$ cat config.mk
export PLATFORM = sky130hd
export DESIGN_NAME = scp_operator
export DESIGN_NICKNAME = d
export VERILOG_FILES = /design/src/rtl/scp_operator.sv
export SDC_FILE = /design/constraint.sdc
export NUM_CORES = 1
export LEC_CHECK = 0
export BUFFER_PORTS_ARGS = -buffer_cell sky130_fd_sc_hd__buf_2
export CAP_MARGIN = 15
export CORE_ASPECT_RATIO = 0.8
export CORE_MARGIN = 4
export CORE_UTILIZATION = 25
export CTS_CLUSTER_SIZE = 40
export DETAILED_ROUTE_END_ITERATION = 10
export GPL_TIMING_DRIVEN = 0
export PLACE_DENSITY_LB_ADDON = 0.08
export RECOVER_POWER = 25
export SETUP_SLACK_MARGIN = 0.4
export SYNTH_ARGS = -nofsm -noshare
export SYNTH_HDL_FRONTEND = slang
export SYNTH_SLANG_ARGS = --single-unit
$ cat constraint.sdc
create_clock -name clock -period 3.1 [get_ports clock]
set_input_delay 0.155 -clock clock [delete_from_list [all_inputs] [get_ports clock]]
set_output_delay 0.155 -clock clock [all_outputs]
set_load 0.05 [all_outputs]
$ cat src/rtl/scp_operator.sv
// Operator-side command driver for the SCP-079 containment FSM: escalates
// green->yellow->red on alarms, cools down, locks out, and watches the timer for stalls.
module scp_operator #(
  parameter int unsigned YELLOW_CYCLES = 8,
  parameter int unsigned CLEAR_CYCLES  = 4,
  parameter int unsigned COOL_CYCLES   = 6,
  parameter int unsigned MAX_ESC       = 3,
  parameter int unsigned STALL_CYCLES  = 40
) (
  input  logic       clock,
  input  logic       reset,
  input  logic       a1,
  input  logic       a2,
  input  logic       a3,
  input  logic       cheat_out,
  input  logic [5:0] timer,
  output logic       green,
  output logic       yellow,
  output logic       red,
  output logic [2:0] phase,
  output logic [3:0] esc_count,
  output logic       locked,
  output logic       stall
);

  typedef enum logic [2:0] {
    PH_GREEN  = 3'd0,
    PH_YELLOW = 3'd1,
    PH_RED    = 3'd2,
    PH_COOL   = 3'd3,
    PH_LOCK   = 3'd4
  } phase_e;

  localparam logic [7:0] YEL_LOAD  = 8'(YELLOW_CYCLES - 1);
  localparam logic [7:0] CLR_LOAD  = 8'(CLEAR_CYCLES - 1);
  localparam logic [7:0] COOL_LOAD = 8'(COOL_CYCLES - 1);
  localparam logic [3:0] ESC_LIMIT = 4'(MAX_ESC);
  localparam logic [7:0] STALL_MAX = 8'(STALL_CYCLES);

  phase_e     phase_q, phase_d;
  logic [7:0] cnt_q, cnt_d;
  logic [3:0] esc_q, esc_d;
  logic [3:0] esc_inc;
  logic       escalate;
  logic       alarm;
  logic [7:0] scnt_q, scnt_d;
  logic [5:0] snap_q, snap_d;
  logic       stall_q, stall_d;

  assign alarm   = a1 | a2 | a3;
  assign esc_inc = (esc_q == 4'hF) ? 4'hF : esc_q + 4'd1;

  always_ff @(posedge clock or posedge reset) begin
    if (reset) begin
      phase_q <= PH_GREEN;
      cnt_q   <= 8'd0;
      esc_q   <= 4'd0;
      scnt_q  <= 8'd0;
      snap_q  <= 6'd0;
      stall_q <= 1'b0;
    end else begin
      phase_q <= phase_d;
      cnt_q   <= cnt_d;
      esc_q   <= esc_d;
      scnt_q  <= scnt_d;
      snap_q  <= snap_d;
      stall_q <= stall_d;
    end
  end

  // Phase FSM: cheat_out outranks alarm, which outranks counter expiry.
  always_comb begin
    phase_d  = phase_q;
    cnt_d    = cnt_q;
    esc_d    = esc_q;
    escalate = 1'b0;
    case (phase_q)
      PH_GREEN: begin
        if (cheat_out) escalate = 1'b1;
        else if (alarm) begin
          phase_d = PH_YELLOW;
          cnt_d   = YEL_LOAD;
        end
      end
      PH_YELLOW: begin
        if (cheat_out)         escalate = 1'b1;
        else if (!alarm)       phase_d  = PH_GREEN;
        else if (cnt_q == 8'd0) escalate = 1'b1;
        else                   cnt_d    = cnt_q - 8'd1;
      end
      PH_RED: begin
        if (alarm || cheat_out) cnt_d = CLR_LOAD;
        else if (cnt_q == 8'd0) begin
          phase_d = PH_COOL;
          cnt_d   = COOL_LOAD;
        end else cnt_d = cnt_q - 8'd1;
      end
      PH_COOL: begin
        if (alarm || cheat_out) escalate = 1'b1;
        else if (cnt_q == 8'd0) phase_d  = PH_GREEN;
        else                    cnt_d    = cnt_q - 8'd1;
      end
      PH_LOCK: ;
      default: phase_d = PH_GREEN;
    endcase
    if (escalate) begin
      esc_d = esc_inc;
      if (esc_inc >= ESC_LIMIT) phase_d = PH_LOCK;
      else begin
        phase_d = PH_RED;
        cnt_d   = CLR_LOAD;
      end
    end
  end

  // Stall watchdog is frozen in LOCK; the counter parks at STALL_MAX.
  always_comb begin
    scnt_d  = scnt_q;
    snap_d  = snap_q;
    stall_d = stall_q;
    if (phase_q != PH_LOCK) begin
      if (timer != snap_q) begin
        snap_d = timer;
        scnt_d = 8'd0;
      end else if (scnt_q != STALL_MAX) begin
        scnt_d = scnt_q + 8'd1;
        if (scnt_q + 8'd1 == STALL_MAX) stall_d = 1'b1;
      end
    end
  end

  assign phase     = phase_q;
  assign green     = (phase_q == PH_GREEN);
  assign yellow    = (phase_q == PH_YELLOW) || (phase_q == PH_COOL);
  assign red       = (phase_q == PH_RED) || (phase_q == PH_LOCK);
  assign locked    = (phase_q == PH_LOCK);
  assign esc_count = esc_q;
  assign stall     = stall_q;

endmodule

======== Yosys cells after proc, flatten, opt, wreduce, memory -nomap -nowiden ========
Index checks and enable logic that the tools add are counted.
W data, S select, Z words.
word-level totals
  memory bits (writable) .................. 0
  register bits ........................... 30
  logic and storage cells ................. 72
  output and inout port bits .............. 12
  latch bits .............................. 0
  bits in read-only memories .............. 0
  memories ................................ 0
cells by class
  shift operators ......................... 0
  div/mod/pow operators ................... 0
  mux-type cells .......................... 31
  reductions and logical operators ........ 10
  bitwise logic cells ..................... 3
  $lt $le $gt $ge ......................... 1
  equal/unequal tests ..................... 18
  add/sub/neg operators ................... 3
  multiply operators ...................... 0
operators with widths
  cell                   count
  $mux W8                12
  $pmux W8 S4            1
  $mux W3                10
  $ne A3 B3 Y1 const B   7
  $pmux W3 S5            1
  $reduce_and A9 Y1      1
  $add A8 B1 Y8 const B  1
  $eq A8 B6 Y1 const B   1
  $logic_not A8 Y1       1
  $ne A8 B6 Y1 const B   1
  $sub A8 B1 Y8 const B  1
  $eq A3 B2 Y1 const B   2
  $ne A6 B6 Y1           1
  $mux W1                5
  $add A4 B1 Y4 const B  1
  $eq A4 B4 Y1 const B   1
  $ge A4 B2 Y1 const B   1
  $mux W4                1
  $reduce_and A2 Y1      2
  $reduce_and A4 Y1      1
  $eq A3 B1 Y1 const B   1
  $eq A3 B3 Y1 const B   1
  $logic_not A3 Y1       1
  $logic_or A1 B1 Y1     3
  other kinds (7)        8

======== Depth between registers and ports, before layout ========
Gate-level depths: netlist (run 1).
  depth in word-level cells ............... 7
  mapped depth ............................ 9

======== Worst setup path after synthesis (run 1) ========
OpenSTA, ideal clock, no wires.
  path kind ............................... flip-flop to flip-flop
  start ................................... register phase_q[0] (netlist: phase[0])
  end ..................................... register cnt_q[2]
  path buffers ............................ 1
  data required time ...................... 2.996 ns
  setup slack ............................. 0.614 ns
  cell stages (with the launch flop) ...... 7
  arrival ................................. 2.383 ns
  setup time .............................. 0.104 ns
  cell sequence ........................... dfrtp_1 -> clkbuf_1 -> nor2b_1 -> o21ai_0 -> a21oi_1 -> a211oi_1 -> a221oi_1
on the way
  longest elaborated chain between the ends .. 4
  elaborated cells on any way between the ends .. 8
RTL lines
  item                                  line  source
  start: declaration                    40    phase_e phase_q, phase_d;
  start signal: assignment              62    phase_q <= phase_d;
  $eq A3 B2 Y1 (tied with other cells)  77    case (phase_q)
  $pmux W8 S4                           77
  $mux W8                               108   if (esc_inc >= ESC_LIMIT) phase_d = PH_LOCK;
  $mux W8 *                             106   if (escalate) begin
  via cnt_d[2]                          41    logic [7:0] cnt_q, cnt_d;
  end signal: assignment                63    cnt_q <= cnt_d;
  end: declaration                      41
The timed path passes the listed nets; every way through them passes the cells marked *.
A chain may end at the register's enable or synchronous reset.

======== Worst setup path after layout (run 1) ========
  start ................................... register cnt_q[1]
  end ..................................... register cnt_q[1]
on the way
  longest elaborated chain between the ends .. 7
  elaborated cells on any way between the ends .. 17
RTL lines
  item                                                      line     source
  $sub A8 B1 Y8 / $logic_not A8 Y1 (equally long branches)  -
  $mux W8                                                   88, 100
  $mux W8                                                   87       else if (!alarm) phase_d = PH_GREEN;
  $mux W8                                                   86       if (cheat_out) escalate = 1'b1;
  $pmux W8 S4                                               77
  $mux W8                                                   108
  $mux W8 *                                                 106
  via cnt_d[1]                                              41
Marked as above.

==> impl_metrics.env, run 1 <==
export IMPL_worstPathMaxFanout=10
export IMPL_synth_cell_types=50
export IMPL_track_usage_pct=11.7
export IMPL_die_w_um=107
export IMPL_ir_drop_uv=406
export IMPL_rr_endpoint="cnt_q[1]"
export IMPL_synth_nets=253
export IMPL_sw_frac_of_total_pct=45.7
export IMPL_cts_htree_levels=2
export IMPL_finClkSkew_ns=0.0146
export IMPL_coreArea_um2=7530
export IMPL_ys_seq_elements=30
export IMPL_hold_class="in2reg"
export IMPL_required_ns=3.30
export IMPL_whs_endpoint="snap_q[1]"
export IMPL_p_leak_nw=1.05
export IMPL_finalWeightedCongestion=0.781
export IMPL_postSynthCellCount=234
export IMPL_syn_area_um2=1970
export IMPL_final_antenna_net_count=0
export IMPL_hold_viol_final=0
export IMPL_drc=0
export IMPL_synth_warnings=0
export IMPL_drt_total_wl_mm=4.96
export IMPL_post_cts_setup_buffers=0
export IMPL_rsz0062_at_grt="false"
export IMPL_worstSetupPathType="reg2reg"
export IMPL_arrival_ns=2.55
export IMPL_grt_pass1_wl_mm=8.78
export IMPL_reg2reg_slack_ns=0.75
export IMPL_fin_crit_sh_pct=75.8
export IMPL_setup_violations=0
export IMPL_fmax_mhz=426
export IMPL_grt_antenna_before_repair=0
export IMPL_wl_per_cell_um=13.3
export IMPL_row_count=28
export IMPL_async_flop_share_pct=100
export IMPL_combPwrFrac_pct=46.8
export IMPL_drt_initial_drc_count=91
export IMPL_cts_buffers=5
export IMPL_port_buffers=23
export IMPL_r2r_cells=7
export IMPL_num_antenna_cells=0
export IMPL_cp_start_kind="register"
export IMPL_cts_clk_slew_worst_paths_ns=0.08
export IMPL_dieArea_um2=9390
export IMPL_avgSynthCellArea_um2=8.44
export IMPL_dp_cells=363
export IMPL_fin_nets=285
export IMPL_final_core_util_pct=31.6
export IMPL_max_clock_path_buffers=2
export IMPL_fill_cells=811
export IMPL_setup_tns_final_ns=0
export IMPL_clock_sinks=30
export IMPL_ys_seq_area_share_pct=38.0
export IMPL_vias_per_cell=4.74
export IMPL_area_growth_pct=20.6
export IMPL_overflow=0
export IMPL_worst_pin_slew_ns=0.984
export IMPL_final_cell_mix="36 x nand2_1, 30 x dfrtp_1, 22 x buf_2, 16 x nor2_1, 15 x nand3_1"
export IMPL_worstHoldPathCells=3
export IMPL_vias=1764
export IMPL_grt_max_degree=18
export IMPL_status="completed"
export IMPL_hp_start="timer[1]"
export IMPL_synth_edf_count=0
export IMPL_reg2reg_from="cnt_q[1]"
export IMPL_drive_gt1_share_pct=14.6
export IMPL_ios=24
export IMPL_stdcell_count=372
export IMPL_clock_latency_ns=0.28
export IMPL_relSlewSlack_pct=34.4
export IMPL_cp_end_kind="register"
export IMPL_dp_hpwl_mm=3.66
export IMPL_max_cap_violations=0
export IMPL_clkPwrFrac_pct=24.1
export IMPL_initial_utilization_pct=26.2
export IMPL_first_pass_iters=4
export IMPL_root_buffer="clkbuf_8"
export IMPL_synth_main_ff_cell="dfrtp_1"
export IMPL_switchingPower_mw=0.951
export IMPL_grt_pass1_vias=1754
export IMPL_p_seq_share_pct=29.1
export IMPL_layout_min_cycle_time_ns=2.35
export IMPL_mostFrequentLayoutCell="nand2_1"
export IMPL_cts_tree="done"
export IMPL_slew_violations=0
export IMPL_die_h_um=87.5
export IMPL_p_per_area_nw_per_um2=875
export IMPL_p_int_mw=1.13
sequential cells by signal (all words and copies together), names as in the netlist:
signal,count
cnt_q,8
esc_count,4
phase,3
scnt_q,8
snap_q,6
stall,1
repair_timing:
| item | CTS | global route |
|---|---|---|
| endpoints found under the setup margin | 0 | 8 |
| hold endpoints to repair | 13 | 0 |
| hold buffers | 1 | 0 |
| gates resized for setup | 0 | 1 |
routing by layer:
metal	share of wire (%)	wire length, um	global-route usage, %
met4	0.77	38	2.98
met5	0	0	0
met1	57	2810	17.9
met2	40	1970	16.1
met3	2.8	139	2.74
final cells by class:
cell class,instances,area [um2],area share [%]
multi-input combinational,183,1150,48.3
sequential,30,751,31.5
tap,105,131,5.52
timing repair buffer,25,128,5.36
clock buffer,6,82.6,3.47
clock inverter,2,60.1,2.52
inverter,14,52.6,2.21
buffer,7,26.3,1.10
worst max-delay path, cell delays in order, from the launching register on:
cell and delay, ns:
dfrtp_1 0.42, inv_1 0.12, ha_1 0.17, nor3b_2 0.34, nand3_2 0.19, a211oi_4 0.45
o211a_1 0.43, nand4b_1 0.16
synth_stat cells (all sizes together), types with 2 or more instances:
cell type	instances	area (um2)
o21ai	14	70.1
nor2	16	60.1
ha	7	87.6
mux2i	3	30.0
a21oi	10	50.1
o21a	2	15.0
nor4	4	40.0
inv	13	48.8
nand4	4	25.0
nor2b	3	18.8
xor2	9	78.8
nand3	16	85.1
clkbuf	6	22.5
or3	7	43.8
a221oi	2	17.5
nor3	7	35.0
xnor2	2	17.5
a31oi	7	50.1
nand2	36	135
nand2b	4	25.0
and2	2	12.5
dfrtp	30	751
a211oi	3	35.0
mux2	3	33.8
nor3b	3	22.5
power by group through the flow:
stage | logic (mW) | registers (mW) | clock network, mW
2_1_floorplan | 0.617 | 0.722 | 0
3_3_place_gp | 0.992 | 0.612 | 0
3_5_place_dp | 0.984 | 0.613 | 0
4_1_cts | 0.987 | 0.606 | 0.515
5_1_grt | 1.09 | 0.624 | 0.540
6_report | 0.975 | 0.607 | 0.501
through the flow:
step	hold WS, ns	setup slack [ns]	total power, mW	area, um2
after CTS	0.0867	0.524	2.11	2400
after global placement	0.385	0.468	1.60	2220
final	0.0929	0.752	2.08	2380
after global routing	0.0872	0.518	2.25	2380
after detailed placement	0.295	0.530	1.60	2250
after floorplan	0.246	0.614	1.34	1970
cell families after synthesis:
logic type | synth area share [%]
simple gates | 28.2
compound gates | 17.2
flops | 38.0
buf+inv | 3.99
xor+xnor | 4.88
fa+ha+maj | 4.44
mux | 3.23
worst max-delay path by stage:
stage,from,slack (ns),cells after the start,to
after global routing,cnt_q[1],0.52,7,cnt_q[2]
after CTS,cnt_q[1],0.52,7,cnt_q[1]
final,cnt_q[1],0.75,7,cnt_q[1]
after global placement,cnt_q[1],0.47,7,cnt_q[2]
after detailed placement,cnt_q[1],0.53,7,cnt_q[2]
after floorplan,phase[0],0.61,6,cnt_q[2]
No activity file was read; power rests on OpenSTA's default activity.
==> run 2: changes to the inputs <==
==> constraint.sdc (replaced) <==
create_clock -name clock -period 2.5 [get_ports clock]
set_input_delay 0.125 -clock clock [delete_from_list [all_inputs] [get_ports clock]]
set_output_delay 0.125 -clock clock [all_outputs]
set_load 0.05 [all_outputs]
==> run 2 against run 1 <==
  * Global-route usage fell by 0.30 points
  * Total power rose by 21%
  * Critical path depth fell by 2
  * Largest power group unchanged
==> impl_metrics.env, run 2 (synthesized netlist as in run 1, its figures left out) <==
export IMPL_hold_ws_ns=0.0696
export IMPL_rsz0062_at_grt="true"
export IMPL_top_regs="cnt_q x8, scnt_q x8, snap_q x6"
export IMPL_area_growth_pct=23.6
export IMPL_arrival_ns=2.33
export IMPL_grt_antenna_before_repair=0
export IMPL_grt_pass1_wl_mm=8.53
export IMPL_hold_viol_final=0
export IMPL_fin_ws_ns=0.379
export IMPL_drt_initial_drc_count=97
export IMPL_first_pass_iters=4
export IMPL_vias_per_cell=4.63
export IMPL_stdcell_count=377
export IMPL_grt_pass1_vias=1747
export IMPL_relSlewSlack_pct=37.3
export IMPL_dp_hpwl_mm=3.67
export IMPL_root_buffer="clkbuf_8"
export IMPL_cp_end_kind="register"
export IMPL_dieArea_um2=9390
export IMPL_final_antenna_net_count=0
export IMPL_layout_min_cycle_time_ns=2.12
export IMPL_finalWeightedCongestion=0.785
export IMPL_finClkSkew_ns=0.0102
export IMPL_cts_clk_slew_worst_paths_ns=0.07
export IMPL_port_buffers=23
export IMPL_ios=24
export IMPL_ir_drop_uv=638
export IMPL_hold_class="in2reg"
export IMPL_grt_max_degree=18
export IMPL_die_w_um=107
export IMPL_required_ns=2.71
export IMPL_num_antenna_cells=0
export IMPL_drc=0
export IMPL_cts_buffers=5
export IMPL_drt_total_wl_mm=4.99
export IMPL_coreArea_um2=7530
export IMPL_overflow=0
export IMPL_final_cell_mix="35 x nand2_1, 28 x dfrtp_1, 21 x buf_2, 16 x nor2_1, 14 x nand3_1"
export IMPL_clock_sinks=30
export IMPL_cts_htree_levels=2
export IMPL_initial_utilization_pct=26.2
export IMPL_row_count=28
export IMPL_p_per_area_nw_per_um2=1030
export IMPL_cts_tree="done"
export IMPL_clock_latency_ns=0.28
export IMPL_final_core_util_pct=32.4
export IMPL_drive_gt1_share_pct=19.9
export IMPL_max_clock_path_buffers=2
export IMPL_mostFrequentLayoutCell="nand2_1"
export IMPL_status="completed"
export IMPL_dp_cells=363
export IMPL_vias=1744
export IMPL_p_leak_nw=1.06
export IMPL_worst_pin_slew_ns=0.940
export IMPL_slew_violations=0
export IMPL_wl_per_cell_um=13.2
export IMPL_fill_cells=815
export IMPL_fin_crit_sh_pct=84.8
export IMPL_track_usage_pct=11.4
export IMPL_cp_start_kind="register"
export IMPL_setup_violations=0
export IMPL_fmax_mhz=472
export IMPL_fin_nets=290
export IMPL_worstSetupPathType="reg2reg"
export IMPL_die_h_um=87.5
export IMPL_worstPathMaxFanout=6
export IMPL_max_cap_violations=0
export IMPL_pre_cts_slack_ns=-0.0331
-- run 2: layout make-up --
class                   instances  area [um2]  share of cell area [%]
flip-flops and latches         30         753                    30.9
well taps                     105         131                    5.38
clock buffers                   5        68.8                    2.82
inverters                      14        53.8                    2.20
clock inverters                 3        40.0                    1.64
multi-input cells             183        1200                    49.3
repair buffers                 30         164                    6.71
plain buffers                   7        27.5                    1.13
-- run 2: worst max-delay path, cell delays in order (launching register included) --
cell and delay, ns:
dfrtp_2 0.46, or3_1 0.40, or3_1 0.36, or3_1 0.34, or3_1 0.33, a31oi_2 0.16
-- run 2: timing repair --
item | 4_1_cts | 5_1_grt
pin swaps | 1 | 1
hold buffers | 1 | 0
setup buffers | 3 | 2
resized for setup | 4 | 8
hold endpoints to repair | 13 | 0
endpoints found under the setup margin | 14 | 15
-- run 2: path summary, 6_finish.rpt --
kind	from	end	slack [ns]	cells after the start
worst max-delay path	cnt_q[2]	cnt_q[7]	0.38	5
worst min-delay path	timer[5]	snap_q[5]	0.07	3
worst max register to register	cnt_q[2]	cnt_q[7]	0.38	5
worst min register to register	stall	stall	0.47	1
max in group asynchronous	reset	cnt_q[2]	0.78	4
min in group asynchronous	reset	scnt_q[6]	0.43	3
-- run 2: per-stage QoR --
| step | area, um2 | power, mW | setup TNS, ns |
|---|---|---|---|
| 5_1_grt | 2440 | 2.73 | 0 |
| 3_3_place_gp | 2240 | 2.01 | -0.619 |
| 3_5_place_dp | 2260 | 2.00 | -0.0445 |
| 4_1_cts | 2410 | 2.53 | 0 |
| 2_1_floorplan | 1990 | 1.68 | 0 |
| 6_report | 2440 | 2.52 | 0 |
-- run 2: metal layers --
metal | share of wire, % | track usage, % | vias up
met5 | 0 | 0 | -
met4 | 0.58 | 3.56 | 0
met3 | 4.6 | 2.74 | 2
met2 | 43 | 16.6 | 36
met1 | 52 | 16.5 | 800
li1 | - | - | 906
-- run 2: power by group --
group / internal (mW) / switching (mW)
Clock: 0.293 / 0.181
Combinational: 0.419 / 0.870
Sequential: 0.610 / 0.147
